**src/rtl/shift_operand_issuer.sv**
```systemverilog
// shift_operand_issuer
//   Front end of the 32-bit barrel shifter. It decodes the operand2 field of an
//   ARM data-processing instruction, reads Rm/Rs from the register file, and
//   hands one complete shifter command to barrelshifter32 over a valid/ready
//   handshake. Only one instruction is in flight at a time.
//
// Ports
//   clk, rst_n        system clock, synchronous active-low reset
//   instr/instr_valid/instr_ready   instruction input handshake (accepted in IDLE)
//   cpsr_c, pc        C flag and instruction address, latched at accept
//   rf_re/rf_addr     register-file read request; rf_data returns one cycle later
//   Shift_Data, Shift_Num, SHIFT_OP, Carry_flag   shifter command fields
//   out_valid/out_ready   command handshake towards the shifter
//
// Optional feature
//   OPERAND_PC_FWD_EN : when defined, reads of R15 (as Rm or Rs) take the
//   latched pc + PC_OFFSET instead of rf_data. The read is still issued, so the
//   timing is identical in both builds.
//
// State table
//   state    | meaning
//   IDLE     | instr_ready=1, waiting for an instruction
//   RD_RM    | read request for Rm
//   CAP_RM   | capture Rm; for register shifts also issue the Rs read
//   CAP_RS   | capture low byte of Rs as the shift amount
//   ISSUE    | out_valid=1, command held until out_ready

module shift_operand_issuer #(
  parameter int RF_AW     = 4,
  parameter int PC_OFFSET = 8
) (
  input  logic             clk,
  input  logic             rst_n,
  input  logic [31:0]      instr,
  input  logic             instr_valid,
  output logic             instr_ready,
  input  logic             cpsr_c,
  input  logic [31:0]      pc,
  output logic             rf_re,
  output logic [RF_AW-1:0] rf_addr,
  input  logic [31:0]      rf_data,
  output logic [31:0]      Shift_Data,
  output logic [7:0]       Shift_Num,
  output logic [2:0]       SHIFT_OP,
  output logic             Carry_flag,
  output logic             out_valid,
  input  logic             out_ready
);

  localparam logic [2:0] S_IDLE   = 3'd0;
  localparam logic [2:0] S_RD_RM  = 3'd1;
  localparam logic [2:0] S_CAP_RM = 3'd2;
  localparam logic [2:0] S_CAP_RS = 3'd3;
  localparam logic [2:0] S_ISSUE  = 3'd4;

  logic [2:0]       r_state;
  logic             r_in_rst;
  logic [11:0]      r_op2;
  logic             r_carry;
  logic [31:0]      r_data;
  logic [7:0]       r_num;
  logic [2:0]       r_sop;
  logic [RF_AW-1:0] r_rf_addr;

  logic             w_accept;
  logic             w_reg_shift;
  logic             w_rd_rm;
  logic             w_rd_rs;
  logic [31:0]      w_rm_val;
  logic [7:0]       w_rs_val;
  logic             w_unused_instr;

  // r_in_rst keeps instr_ready low in every cycle that follows a reset edge,
  // so the port reads 0 while reset is held and 1 from the first free cycle.
  assign instr_ready = (r_state == S_IDLE) && !r_in_rst;
  assign w_accept    = instr_valid && instr_ready;
  assign w_reg_shift = r_op2[4];

  assign w_rd_rm = (r_state == S_RD_RM);
  assign w_rd_rs = (r_state == S_CAP_RM) && w_reg_shift;
  assign rf_re   = w_rd_rm || w_rd_rs;

  // Address is only meaningful with rf_re; otherwise it parks on the last value.
  assign rf_addr = w_rd_rm ? RF_AW'(r_op2[3:0]) :
                   w_rd_rs ? RF_AW'(r_op2[11:8]) :
                   r_rf_addr;

  assign out_valid  = (r_state == S_ISSUE);
  assign Shift_Data = r_data;
  assign Shift_Num  = r_num;
  assign SHIFT_OP   = r_sop;
  assign Carry_flag = r_carry;

  // Only operand2 and the immediate flag are needed after accept.
  assign w_unused_instr = ^{instr[31:26], instr[24:12]};

`ifdef OPERAND_PC_FWD_EN
  logic [31:0] r_pc;
  logic [31:0] w_pc_fwd;

  assign w_pc_fwd = r_pc + 32'(PC_OFFSET);
  assign w_rm_val = (r_op2[3:0]  == 4'hF) ? w_pc_fwd      : rf_data;
  assign w_rs_val = (r_op2[11:8] == 4'hF) ? w_pc_fwd[7:0] : rf_data[7:0];

  always_ff @(posedge clk) begin
    if (!rst_n) begin
      r_pc <= 32'h0;
    end else if ((r_state == S_IDLE) && w_accept) begin
      r_pc <= pc;
    end
  end
`else
  logic w_unused_pc;

  assign w_rm_val    = rf_data;
  assign w_rs_val    = rf_data[7:0];
  assign w_unused_pc = ^{pc, 32'(PC_OFFSET)};
`endif

  always_ff @(posedge clk) begin
    if (!rst_n) begin
      r_state   <= S_IDLE;
      r_in_rst  <= 1'b1;
      r_op2     <= 12'h0;
      r_carry   <= 1'b0;
      r_data    <= 32'h0;
      r_num     <= 8'h0;
      r_sop     <= 3'b000;
      r_rf_addr <= '0;
    end else begin
      r_in_rst  <= 1'b0;
      r_rf_addr <= rf_addr;
      case (r_state)
        S_IDLE: begin
          if (w_accept) begin
            r_op2   <= instr[11:0];
            r_carry <= cpsr_c;
            if (instr[25]) begin
              // Rotated immediate: ROR by twice the 4-bit rotate field.
              r_data  <= {24'h0, instr[7:0]};
              r_num   <= {3'b000, instr[11:8], 1'b0};
              r_sop   <= 3'b110;
              r_state <= S_ISSUE;
            end else begin
              r_state <= S_RD_RM;
            end
          end
        end
        S_RD_RM: begin
          r_state <= S_CAP_RM;
        end
        S_CAP_RM: begin
          r_data <= w_rm_val;
          if (w_reg_shift) begin
            r_sop   <= {r_op2[6:5], 1'b1};
            r_state <= S_CAP_RS;
          end else begin
            // Amount 0 passes through raw; the shifter decodes RRX / #32.
            r_num   <= {3'b000, r_op2[11:7]};
            r_sop   <= {r_op2[6:5], 1'b0};
            r_state <= S_ISSUE;
          end
        end
        S_CAP_RS: begin
          r_num   <= w_rs_val;
          r_state <= S_ISSUE;
        end
        S_ISSUE: begin
          if (out_ready) begin
            r_state <= S_IDLE;
          end
        end
        default: begin
          r_state <= S_IDLE;
        end
      endcase
    end
  end

endmodule

```
**config.mk**
```make
export PLATFORM = sky130hd
export DESIGN_NAME = shift_operand_issuer
export DESIGN_NICKNAME = d
export VERILOG_FILES = /design/src/rtl/shift_operand_issuer.sv
export SDC_FILE = /design/constraint.sdc
export NUM_CORES = 1
export LEC_CHECK = 0
export BUFFER_PORTS_ARGS = -buffer_cell sky130_fd_sc_hd__clkbuf_2
export CORE_MARGIN = 2
export CORE_UTILIZATION = 46
export DETAILED_ROUTE_END_ITERATION = 6
export HOLD_SLACK_MARGIN = 0.06
export PLACE_DENSITY = 0.86
export SLEW_MARGIN = 20
export SYNTH_ARGS = -nofsm -noshare
export SYNTH_HDL_FRONTEND = slang
export SYNTH_SLANG_ARGS = --single-unit
export TNS_END_PERCENT = 30
```
**constraint.sdc**
```tcl
create_clock -name clk -period 4.71 [get_ports clk]
set_input_delay 0.7065 -clock clk [delete_from_list [all_inputs] [get_ports clk]]
set_output_delay 0.7065 -clock clk [all_outputs]
set_load 0.005 [all_outputs]
```
[Yosys cells after proc, flatten, opt, wreduce, memory -nomap -nowiden]
Index checks and enable logic that the tools add are counted.
Operators by class
  $add $sub $neg: 0
  multipliers: 0
  div/mod/pow operators: 0
  magnitude comparators: 0
  equal/unequal tests: 8
  shifts and indexed selects: 0
  multiplexer cells: 19
  bitwise operators: 0
  reduce and logical (&&, ||, !) cells: 12
Operators by type and width (number)
  32-bit two-way mux: 2
  32-bit one-hot mux with 2 select lines: 1
  8-bit two-way mux: 3
  8-bit one-hot mux with 3 select lines: 1
  3-bit two-way mux: 6
  3-bit one-hot mux with 5 select lines: 1
  4-bit two-way mux: 2
  3-bit by 2-bit == test with 1-bit output, second input constant: 2
  2-bit != test, second input constant: 3
  3-bit one-hot mux with 2 select lines: 1
  2-bit AND reduction: 2
  4-bit AND reduction: 1
  3-bit by 1-bit == test with 1-bit output, second input constant: 1
  3-bit == test, second input constant: 1
  1-bit logical AND: 3
  3-bit zero test: 1
  3-bit AND reduction: 1
  3-bit nonzero test: 1
  1-bit two-way mux: 2
  2-bit by 1-bit != test with 1-bit output, second input constant: 1
  2-bit nonzero test: 1
  1-bit zero test: 1
  1-bit logical OR: 1
Storage, ports and cells
  register bits: 64
  bits in latches: 0
  memory bits (writable): 0
  memory bits (read-only): 0
  bits of input ports: 101
  memories kept: 0

[Depth between registers and ports, before layout]
  depth in word-level cells: 5
  depth in mapped cells: 6
  mapped depth without buffers: 4

[Least setup slack after synthesis]
OpenSTA, ideal clock, no wires.
  kind: register to output
  start: register r_state[1]
  end: output rf_addr[1]
  arrival time: 1.235 ns
  required time: 4.003 ns
  setup slack: 2.768 ns
  cell stages (with the launch flop): 6
  path buffers: 1
  path through: dfxtp_1 clkbuf_1 and4bb_2 mux2i_1 o21ai_0 o31a_1
On the way
  cells in the longest elaborated chain, start to end: 4
Ends and longest elaborated chain
  start: declaration: line 56  | logic [2:0] r_state;
  start signal: assignment: line 122  | r_state <= S_IDLE;
  start signal: assignment: line 143  | r_state <= S_ISSUE;
  start signal: assignment: line 145  | r_state <= S_RD_RM;
  3-bit by 2-bit == test with 1-bit output: line 80  | assign w_rd_rs = (r_state == S_CAP_RM) && w_reg_shift;
  1-bit logical AND: line 80
  4-bit two-way mux: line 85  | w_rd_rs ? RF_AW'(r_op2[11:8]) :
  4-bit two-way mux *: line 84  | assign rf_addr = w_rd_rm ? RF_AW'(r_op2[3:0]) :
  end: declaration: line 40  | output logic [RF_AW-1:0] rf_addr,
Mark *: on every way between the ends. The rest lies on a longest branch, timed or not.

[Final worst setup path]
  start: register r_state[0]
  end: output rf_addr[3]
Same word-level chain as after synthesis.

==> results.txt <==
----------------------------------------------------
[Placement]
  Number of buffers inserted by port buffering ... 100
  Gpl congestion ... about 0.82
  Instance area after placement ... ~0.0030 mm²
  Cell total after placement ... about 420
  HPWL after detailed placement ... between 4000 and 5000 µm

[Cells and area]
  Leading cell types in the layout, fill and taps excluded ... 100 x sky130_fd_sc_hd__clkbuf_2, 64 x sky130_fd_sc_hd__dfxtp_1, 41 x sky130_fd_sc_hd__nor2_1
  Leading cell type in the layout, fill and taps excluded ... sky130_fd_sc_hd__clkbuf_2
  Nets ... about 460
  Area growth, synth to finish ... 28.32%
  Final non-filler cell total ... about 440
  Antenna diode instance count ... 0
  Fraction of final layout cells sized beyond drive strength 1 ... around a third
  Final cell area excluding filler cells ... between 0.003 and 0.004 mm²

[Synthesis]
  Cell area after synthesis ... 0.002479 mm²
  Fraction of synthesized cell area taken by the top area cell type ... 51.69%
  Post-synthesis cell type count ... 38
  Synthesized netlist cell count ... 269
  Warnings from Yosys ... 0
  Main area contributors after synthesis ... sky130_fd_sc_hd__dfxtp_1 52%, sky130_fd_sc_hd__a22oi_1 8.2%, sky130_fd_sc_hd__nor2_1 6.2%
  Part of the Yosys area used for sequential elements ... between 50% and 60%
  Post-Syn Area per Cell ... between 9 and 10 µm²
  Top cell type by total area after synthesis ... sky130_fd_sc_hd__dfxtp_1
  Synthesis-stage register bit count ... between 60 and 70
  Nets in the synthesized netlist ... 370

[Setup path]
  WP data required ... approximately 4.0 ns
  Slowest Stage Delay on Critical Path ... a little under 0.7 ns
  WS Path Type ... reg2out
  Crit path capture type ... primary output
  Cell with the biggest individual delay on the critical path ... sky130_fd_sc_hd__dfxtp_1
  Worst Path Max Fanout ... 14
  Critical Path Source Type ... flop
  Worst endpoint data arrival time ... 2.08 ns
  Ordered list of cells on the worst path ... and3b_1 > o21ai_0 > o2bb2ai_1 > clkbuf_2

[Routing]
  Total via count in the routed design ... ~2.3k
  Number of antenna-violating nets in the routed design ... 0
  Average vias per placed instance ... 5.363
  First DRT Iteration DRCs ... around 170
  Top layer used by detailed routing ... met4
  M1 WL ... 2656 µm
  Routed wl met2 ... slightly below 3000 µm
  Aggregate routed wire length ... around 6200 µm
  DRC ... 0
  Wire length per cell ... ~14 µm
  Wire length on met3 ... slightly above 400 µm
  Iteration count of the initial detailed-routing pass ... 4

[Clock tree]
  Root cell of the clock tree ... sky130_fd_sc_hd__clkbuf_8
  Post-CTS Hold Buffers ... 0
  Clock latency of the later-clocked register in the worst-skew pair ... approximately 0.33 ns
  Clock-pin slew reported for the worst setup and hold paths after clock tree synthesis ... 0.07 ns
  Largest buffer count on any clock path ... 2
  CTS sink cnt ... 64
  Inserted Clock Buffers ... 9
  CTS tree ... built
  Cells resized by post-CTS repair ... 0
  Number of buffers inserted to repair setup after CTS ... 0
  H-tree depth reported by CTS ... 3

[STA]
  Setup Total Neg Slack ... 0 ns
  Final-report setup violation count ... 0
  Slew HR ... a little over two fifths
  Period Utilization, post-route ... 59.17%
  Fmax ... 358.8 MHz
  Unrepaired setup endpoints after global routing ... no
  Min Hold Slack ... 0.4445 ns
  Crit path time final ... 2.787 ns
  Slew at the pin closest to its max-slew limit ... around 0.87 ns
  Final worst clock skew ... ~0.0050 ns
  Total count of max-transition violations in the final report ... 0
  Final Hold Vio Count ... 0

[Global route]
  Wire length of the first global-routing pass ... 10080 µm
  Number of antenna violations at the first check in global routing ... 0
  Grt ovf ... 0
  Global-route usage over all layers ... 21.16%
  Largest net degree at the start of global routing ... 54
  Vias in the first global route ... 2167

[Floorplan]
  Floorplan die height ... around 77 µm
  Site row count ... 26
  Starting density of the core ... about half
  Die X ... 77.41 µm
  I/O pin count ... roughly 150
  Area enclosed by the die boundary ... 0.005992 mm²
  Placeable core region ... around 0.0051 mm²

[Outcome]
  Result of the run ... finished clean

[Pwr]
  Power density over cell area ... between 500 and 600 mW/mm²
  Leakage Power ... between 1 and 1.5 nW
  IR Drop Worst-Case VDD ... between 0.3 and 0.4 mV

[Min path]
  Path type of the worst min-delay path ... reg2reg

[Flow run]
  Maximum Capacitance Violations ... 0

----------------------------------------------------
[cell usage after synthesis]
library cell                number
sky130_fd_sc_hd__nand2b_1        1
sky130_fd_sc_hd__nand3b_1        1
sky130_fd_sc_hd__a211o_1         4
sky130_fd_sc_hd__inv_2           1
sky130_fd_sc_hd__a32oi_1         1
sky130_fd_sc_hd__or3_1           2
sky130_fd_sc_hd__o22ai_1         1
sky130_fd_sc_hd__and3_1          1
sky130_fd_sc_hd__nand2_1        32
sky130_fd_sc_hd__o21a_1          1
sky130_fd_sc_hd__o2111ai_4       1
sky130_fd_sc_hd__nor3_1          1
sky130_fd_sc_hd__nor3b_4         1
sky130_fd_sc_hd__clkbuf_1       12
sky130_fd_sc_hd__buf_2           6
sky130_fd_sc_hd__a32o_1          3
sky130_fd_sc_hd__and2_0          1
sky130_fd_sc_hd__dfxtp_1        64
sky130_fd_sc_hd__o31a_1          1
sky130_fd_sc_hd__a22oi_1        27
sky130_fd_sc_hd__o21ai_0         6
sky130_fd_sc_hd__and2_1          3
sky130_fd_sc_hd__nor2b_1         3
sky130_fd_sc_hd__mux2i_1         5
sky130_fd_sc_hd__o2bb2ai_1       3
sky130_fd_sc_hd__or3b_4          1
sky130_fd_sc_hd__buf_6           2
sky130_fd_sc_hd__o21ai_2         1
sky130_fd_sc_hd__a21oi_1        21
sky130_fd_sc_hd__inv_1           5
sky130_fd_sc_hd__nand3_1         2
sky130_fd_sc_hd__and3b_1         2
sky130_fd_sc_hd__nor2_1         41
sky130_fd_sc_hd__and4bb_2        1
sky130_fd_sc_hd__a222oi_1        7
sky130_fd_sc_hd__buf_4           2
sky130_fd_sc_hd__mux2_2          1
sky130_fd_sc_hd__o311a_1         1
[report_power, final]
| group | switching [mW] | internal (mW) |
|---|---|---|
| Sequential | 0.0744 | 0.622 |
| Combinational | 0.283 | 0.212 |
| Clock | 0.203 | 0.296 |
| Total | 0.561 | 1.13 |
[area by class of cell]
cell class	count	area [µm²]
clock buffers	10	127.6
inverters	6	22.52
multi-input cells	177	1062
repair buffers	102	515.5
well taps	70	87.58
clock inverters	6	83.83
flip-flops and latches	64	1281
fillers	482	1959
[path summary, 6_finish.rpt]
check | from | to | slack [ns] | cells after the start
setup / recovery | r_state[0]$_SDFFE_PN0P_ | rf_addr[3] | 1.92 | 4
hold / removal | SHIFT_OP[1]$_SDFFE_PN0P_ | SHIFT_OP[1]$_SDFFE_PN0P_ | 0.44 | 2
setup reg to reg | r_state[0]$_SDFFE_PN0P_ | Shift_Data[6]$_SDFFE_PN0P_ | 2.62 | 4
hold reg to reg | SHIFT_OP[1]$_SDFFE_PN0P_ | SHIFT_OP[1]$_SDFFE_PN0P_ | 0.44 | 2
[worst max-delay path, delay by kind of cell (launching register included)]
kind | cells | cell delay, ns
and+or+nand+nor | 1 | 0.29
AOI/OAI and AO/OA | 2 | 0.64
buffers and inverters | 1 | 0.14
DFF | 1 | 0.68
[metrics by stage]
step,utilization [%],setup slack [ns],power [mW]
floorplan,-,2.768,1.068
global placement,57.77,2.321,1.186
detailed placement,57.77,2.317,1.199
CTS,61.88,1.932,1.697
global route,61.88,1.811,1.791
finish,61.88,1.923,1.691
[cells by family after synthesis]
kind of cell | count (synthesis) | synth area share, %
AOI/OAI and AO/OA | 78 | 23.22
muxes | 6 | 2.474
buffers and inverters | 28 | 5.451
and+or+nand+nor | 93 | 17.16
DFF | 64 | 51.69
[per-layer routing]
metal | track usage [%] | vias to the layer above
li1 | - | 1142
met1 | 26.35 | 1078
met2 | 34.96 | 98
met3 | 5.000 | 15
met4 | 9.286 | 0
met5 | 0 | -
[registers in the layout, summed over array words and instances (netlist names)]
| register | count |
|---|---|
| Shift_Data | 32 |
| r_in_rst | 1 |
| Carry_flag | 1 |
| Shift_Num | 8 |
| r_op2 | 12 |
| r_state | 3 |
| SHIFT_OP | 3 |
| r_rf_addr | 4 |
Note: power is estimated with default switching activity, not from simulation.
